==> config.mk <==
export PLATFORM = sky130hd
export DESIGN_NAME = mem_bus_arbiter
export DESIGN_NICKNAME = d
export VERILOG_FILES = /design/src/rtl/mem_bus_arbiter.sv
export SDC_FILE = /design/constraint.sdc
export NUM_CORES = 1
export LEC_CHECK = 0
export BUFFER_PORTS_ARGS = -buffer_cell sky130_fd_sc_hd__buf_2
export CAP_MARGIN = 25
export CORE_MARGIN = 10
export CORE_UTILIZATION = 51
export CTS_BUF_LIST = sky130_fd_sc_hd__clkbuf_8
export DETAILED_ROUTE_END_ITERATION = 12
export HOLD_SLACK_MARGIN = 0.03
export PLACE_DENSITY = 0.95
export SLEW_MARGIN = 25
export SYNTH_ARGS = -nofsm -noshare
export SYNTH_HDL_FRONTEND = slang
export SYNTH_SLANG_ARGS = --single-unit
==> constraint.sdc <==
create_clock -name iCLK -period 5.65 [get_ports iCLK]
set_clock_uncertainty 0.1 [all_clocks]
set_input_delay 0.8475 -clock iCLK [delete_from_list [all_inputs] [get_ports iCLK]]
set_output_delay 0.8475 -clock iCLK [all_outputs]
set_load 0.005 [all_outputs]
==> src/rtl/mem_bus_arbiter.sv <==
// mem_bus_arbiter: shares one synchronous-read memory bus between the
// instruction-fetch port (I) and the load/store port (D). Each granted request
// is latched, driven onto the bus for its access window, and answered with a
// one-cycle ready pulse to its owner. Conflicts alternate between the ports.
module mem_bus_arbiter #(
    parameter int READ_LATENCY = 1
) (
    input  logic        iCLK,
    input  logic        iRST,
    input  logic        iIReq,
    input  logic [31:0] iIAddress,
    output logic        oIReady,
    output logic [31:0] oIReadData,
    input  logic        iDReq,
    input  logic        iDWrite,
    input  logic [3:0]  iDByteEnable,
    input  logic [31:0] iDAddress,
    input  logic [31:0] iDWriteData,
    output logic        oDReady,
    output logic [31:0] oDReadData,
    output logic        oMemReadEnable,
    output logic        oMemWriteEnable,
    output logic [3:0]  oMemByteEnable,
    output logic [31:0] oMemAddress,
    output logic [31:0] oMemWriteData,
    input  logic [31:0] iMemReadData,
    output logic        oBusy,
    output logic        oGrantD
);

    typedef enum logic [1:0] {
        IDLE   = 2'd0,
        ACCESS = 2'd1,
        DONE   = 2'd2
    } state_t;

    // Remaining ACCESS cycles after the current one when a read is granted.
    localparam logic [3:0] READ_LAST = 4'(READ_LATENCY - 1);

    state_t      state_q, state_d;
    logic [3:0]  cnt_q, cnt_d;
    logic        grant_d_q, grant_d_d;
    logic        write_q, write_d;
    logic [31:0] addr_q, addr_d;
    logic [3:0]  be_q, be_d;
    logic [31:0] wdata_q, wdata_d;
    logic [31:0] i_rdata_q, i_rdata_d;
    logic [31:0] d_rdata_q, d_rdata_d;
    logic        take_d;

    // Next-state logic: arbitration in IDLE, access timing in ACCESS, handback in DONE.
    always_comb begin
        state_d   = state_q;
        cnt_d     = cnt_q;
        grant_d_d = grant_d_q;
        write_d   = write_q;
        addr_d    = addr_q;
        be_d      = be_q;
        wdata_d   = wdata_q;
        i_rdata_d = i_rdata_q;
        d_rdata_d = d_rdata_q;
        take_d    = 1'b0;

        case (state_q)
            IDLE: begin
                // D wins when it is alone, or when both ask and I was served last.
                take_d = iDReq && (!iIReq || !grant_d_q);
                if (iIReq || iDReq) begin
                    grant_d_d = take_d;
                    state_d   = ACCESS;
                    if (take_d) begin
                        write_d = iDWrite;
                        addr_d  = iDAddress;
                        be_d    = iDByteEnable;
                        wdata_d = iDWriteData;
                        cnt_d   = iDWrite ? 4'd0 : READ_LAST;
                    end else begin
                        write_d = 1'b0;
                        addr_d  = iIAddress;
                        be_d    = 4'b1111;
                        cnt_d   = READ_LAST;
                    end
                end
            end

            ACCESS: begin
                if (cnt_q != 4'd0) begin
                    cnt_d = cnt_q - 4'd1;
                end else begin
                    state_d = DONE;
                    if (!write_q) begin
                        if (grant_d_q) begin
                            d_rdata_d = iMemReadData;
                        end else begin
                            i_rdata_d = iMemReadData;
                        end
                    end
                end
            end

            DONE: begin
                state_d = IDLE;
            end

            default: begin
                state_d = IDLE;
            end
        endcase
    end

    // State and latched-transaction registers with synchronous reset.
    always_ff @(posedge iCLK) begin
        if (iRST) begin
            state_q   <= IDLE;
            cnt_q     <= 4'd0;
            grant_d_q <= 1'b0;
            write_q   <= 1'b0;
            addr_q    <= 32'd0;
            be_q      <= 4'd0;
            wdata_q   <= 32'd0;
            i_rdata_q <= 32'd0;
            d_rdata_q <= 32'd0;
        end else begin
            state_q   <= state_d;
            cnt_q     <= cnt_d;
            grant_d_q <= grant_d_d;
            write_q   <= write_d;
            addr_q    <= addr_d;
            be_q      <= be_d;
            wdata_q   <= wdata_d;
            i_rdata_q <= i_rdata_d;
            d_rdata_q <= d_rdata_d;
        end
    end

    assign oMemReadEnable  = (state_q == ACCESS) && !write_q;
    assign oMemWriteEnable = (state_q == ACCESS) && write_q;
    assign oMemAddress     = addr_q;
    assign oMemByteEnable  = be_q;
    assign oMemWriteData   = wdata_q;
    assign oIReady         = (state_q == DONE) && !grant_d_q;
    assign oDReady         = (state_q == DONE) && grant_d_q;
    assign oIReadData      = i_rdata_q;
    assign oDReadData      = d_rdata_q;
    assign oBusy           = (state_q != IDLE);
    assign oGrantD         = grant_d_q;

endmodule

==> metrics list <==
- The setup path with the least slack is of type reg -> out.
- Nets: between 900 and 1k
- Hold Worst Slack: 0.357 ns
* Final weighted congestion of routability-driven global placement: approximately 0.86
- Floorplan die height: 123 microns
* Cell at the slowest stage of the critical path: sky130_fd_sc_hd__dfxtp_1
- Clock latency on the worst-skew pair, taken at its later pin, is 0.41 ns.
* Antenna diode count: 0
- In the synthesized netlist the dominant register cell turns out to be sky130_fd_sc_hd__dfxtp_1.
* Syn Nets: between 600 and 700
* Deepest level of the CTS H-tree: 4
* Violation count after the first detailed-route iteration: just over 500
- Using the TritonRoute via totals, the vias-per-cell ratio works out to 5.27.
- After clock tree synthesis, the repair step resized 0 gates.
- TritonCTS created 17 clock buffers.
- Core outline area: 10,400 sq um
- Arrival time at the worst endpoint: 1.46 ns
* Cell count after synthesis: ~560
* Global-route usage over all layers: 0.212
- Final Total Pwr: 2.32 mW
- Number of enable-type register cells in the synthesized netlist: 0
- Startpoint type of the worst setup path: flop
* Final number of hold-violating endpoints: 0
- ~280 I/O pins were placed.
* Average wire per standard cell: roughly 18 microns
- Setup TNS Final: 0 ns
- Initial antenna violation count: 0
* Top cells by count, synth: sky130_fd_sc_hd__dfxtp_1, sky130_fd_sc_hd__nand2_1, sky130_fd_sc_hd__mux2i_1
* Post-cts hold buffer count: 0
- Yosys synthesis warning count: 0
- From left edge to right edge, the die measures roughly 120 microns.
- Peak fanout along the critical path: 10
- Pin count of the biggest net entering global routing: 103
- Main area contributors after synthesis: sky130_fd_sc_hd__dfxtp_1, sky130_fd_sc_hd__mux2i_1, sky130_fd_sc_hd__nand2_1
* Most area-hungry cell type in the Yosys netlist: sky130_fd_sc_hd__dfxtp_1
* DP HPWL: 12,700 microns
- Result of the run: finished clean
* Vias after detailed routing: just over 5k
- Post-synth top area share: 0.515
- For this run, design rule violations remaining after detail routing come to 0.
- The clock passes through at most 2 buffers.
- The area growth from synthesis to layout is 34.3%.
* Final worst-path cycle share: 0.425
* Count of fill cells added during filler insertion: around 820
- For this run, the slowest stage of the critical path takes 0.42 ns.
* Ratio of cells with drive above 1 in the final layout: 0.398
- Setup Buffers After CTS: 0
- STA puts the critical path data required time at roughly 4.7 ns.
* Flip-flop and latch count after synthesis: 140
- Together, buffers and inverters on the worst path number 1.
- Number of max-slew violations in the final report: 0
* Max-cap check violation count: 0
* Grt total ovfl: 0
- Most common cell in the netlist: sky130_fd_sc_hd__dfxtp_1
- The tree is rooted in a sky130_fd_sc_hd__clkbuf_8.
* Summed instance area of the synthesized netlist: 5450 sq um
* Power Density: between 300 and 400 nW/um^2
- Setup violations remaining at the end of the flow were counted as 0.
* Floorplan row count: 37
- Leakage component of the power: around 3.7 nW
* Tightest Pin Transition: between 0.9 and 1 ns
* Die ar.: roughly 15,000 sq um
- After clock tree synthesis, the clock-pin slew on the worst setup and hold paths is approximately 0.070 ns.
* Share of the yosys chip area belonging to registers: 0.515
- Based on the critical path, the design can be clocked at up to around 420 MHz.
- After layout, the minimum clock period comes to ~2.4 ns.
* Setup repair after global routing missed its margin: false
- Of all flip-flops after synthesis, the portion carrying an async set or reset was 0.
- TritonCTS built the clock tree.
* Family with the most delay on the worst path: simple AND/OR/NAND/NOR gates
- Crit path capture type: output pin
- Walking the worst path, the cells encountered are nand2b_1 -> nor2_1 -> buf_2.
* Pre-CTS setup slack: between 2 and 3 ns
- The worst path meets setup with 3.25 ns of slack.
- The number of global-route vias before repair was roughly 5.2k.
- Each instance of the synthesized netlist takes up on average slightly below 10 sq um.
- Count of different cell masters after synthesis: 34
- In this run the tightest slew margin relative to its limit is 0.371.
- Tightest Hold Check Type: reg -> reg
* Detailed Routing Iterations Pass 1: 4
- Final wirelength: around 17,000 microns
* First-pass GRT wire length: between 20,000 and 30,000 microns
- CTS saw 140 sinks.
* Initial standard-cell utilization of the core: 0.525
* Port-buffer cells: about 270
* Antenna Violating Nets Remaining: 0
* Maximum vdd drop: between 0.2 and 0.25 mV
-- tightest hold or removal path: stages (launching register included) --
cell	delay [ns]
sky130_fd_sc_hd__dfxtp_1	0.31
sky130_fd_sc_hd__nand2_1	0.05
sky130_fd_sc_hd__mux2i_1	0.05
-- layout make-up --
| cell class | instances | area (sq um) | share of cell area |
|---|---|---|---|
| clock buffers | 19 | 262 | 0.0358 |
| clock inverters | 12 | 186 | 0.0255 |
| inverters | 5 | 18.8 | 0.00257 |
| multi-input cells | 366 | 2430 | 0.332 |
| flip-flops and latches | 140 | 2800 | 0.383 |
| well taps | 136 | 170 | 0.0233 |
| repair buffers | 283 | 1450 | 0.198 |
-- logic make-up (layout without fill, tap and decap cells) --
kind of cell	Yosys count	in the layout	synth area share
simple gates	152	152	0.126
compound gates	116	116	0.136
mux	96	96	0.176
flops	140	140	0.515
buf+inv	52	319	0.0418
fa+ha+maj	2	2	0.00459
-- stage by stage --
stage | utilization | instances | area, sq um
floorplan | - | 558 | 5450
global placement | 0.660 | 929 | 6850
detailed placement | 0.660 | 929 | 6850
CTS | 0.704 | 960 | 7300
global route | 0.705 | 961 | 7310
finish | 0.705 | 961 | 7310
-- sequential cells by signal, summed over array words and instances (netlist names) --
register and count:
oIReadData 32, write_q 1, oDReadData 32, oMemByteEnable 4, state_q 2, oGrantD 1, cnt_q 4, oMemWriteData 32
oMemAddress 32
-- layout by cell type (no fill, tap or decap), drive strengths merged, types with 4 or more instances in the layout --
master,count
bufinv,4
mux2i,96
o221a,4
o2bb2ai,32
nand3,34
o21ai,37
buf,283
nand2,97
a21oi,38
nor2,5
dfxtp,140
inv,7
clkbuf,19
-- routing by layer --
layer | GRT usage | vias up | routed length, microns
li1 | - | 2464 | -
met3 | 0.0643 | 18 | 1310
met4 | 0.0677 | 0 | 223
met1 | 0.232 | 2387 | 6310
met2 | 0.383 | 196 | 9380
met5 | 0 | - | 0
-- power breakdown --
group	total, mW	internal, mW	switching, mW
Clock	0.890	0.508	0.382
Combinational	0.343	0.155	0.187
Sequential	1.09	1.06	0.0365
-- path summary, 6_finish.rpt --
check | start | to | slack (ns) | cells past startpoint
worst min register to register | oIReadData[29] | oIReadData[29] | 0.36 | 2
worst min-delay path | oIReadData[29] | oIReadData[29] | 0.36 | 2
worst max-delay path | state_q[1] | oMemReadEnable | 3.25 | 3
worst max register to register | oGrantD | oMemAddress[30] | 3.32 | 4
Note: power is estimated with default switching activity, not from simulation.
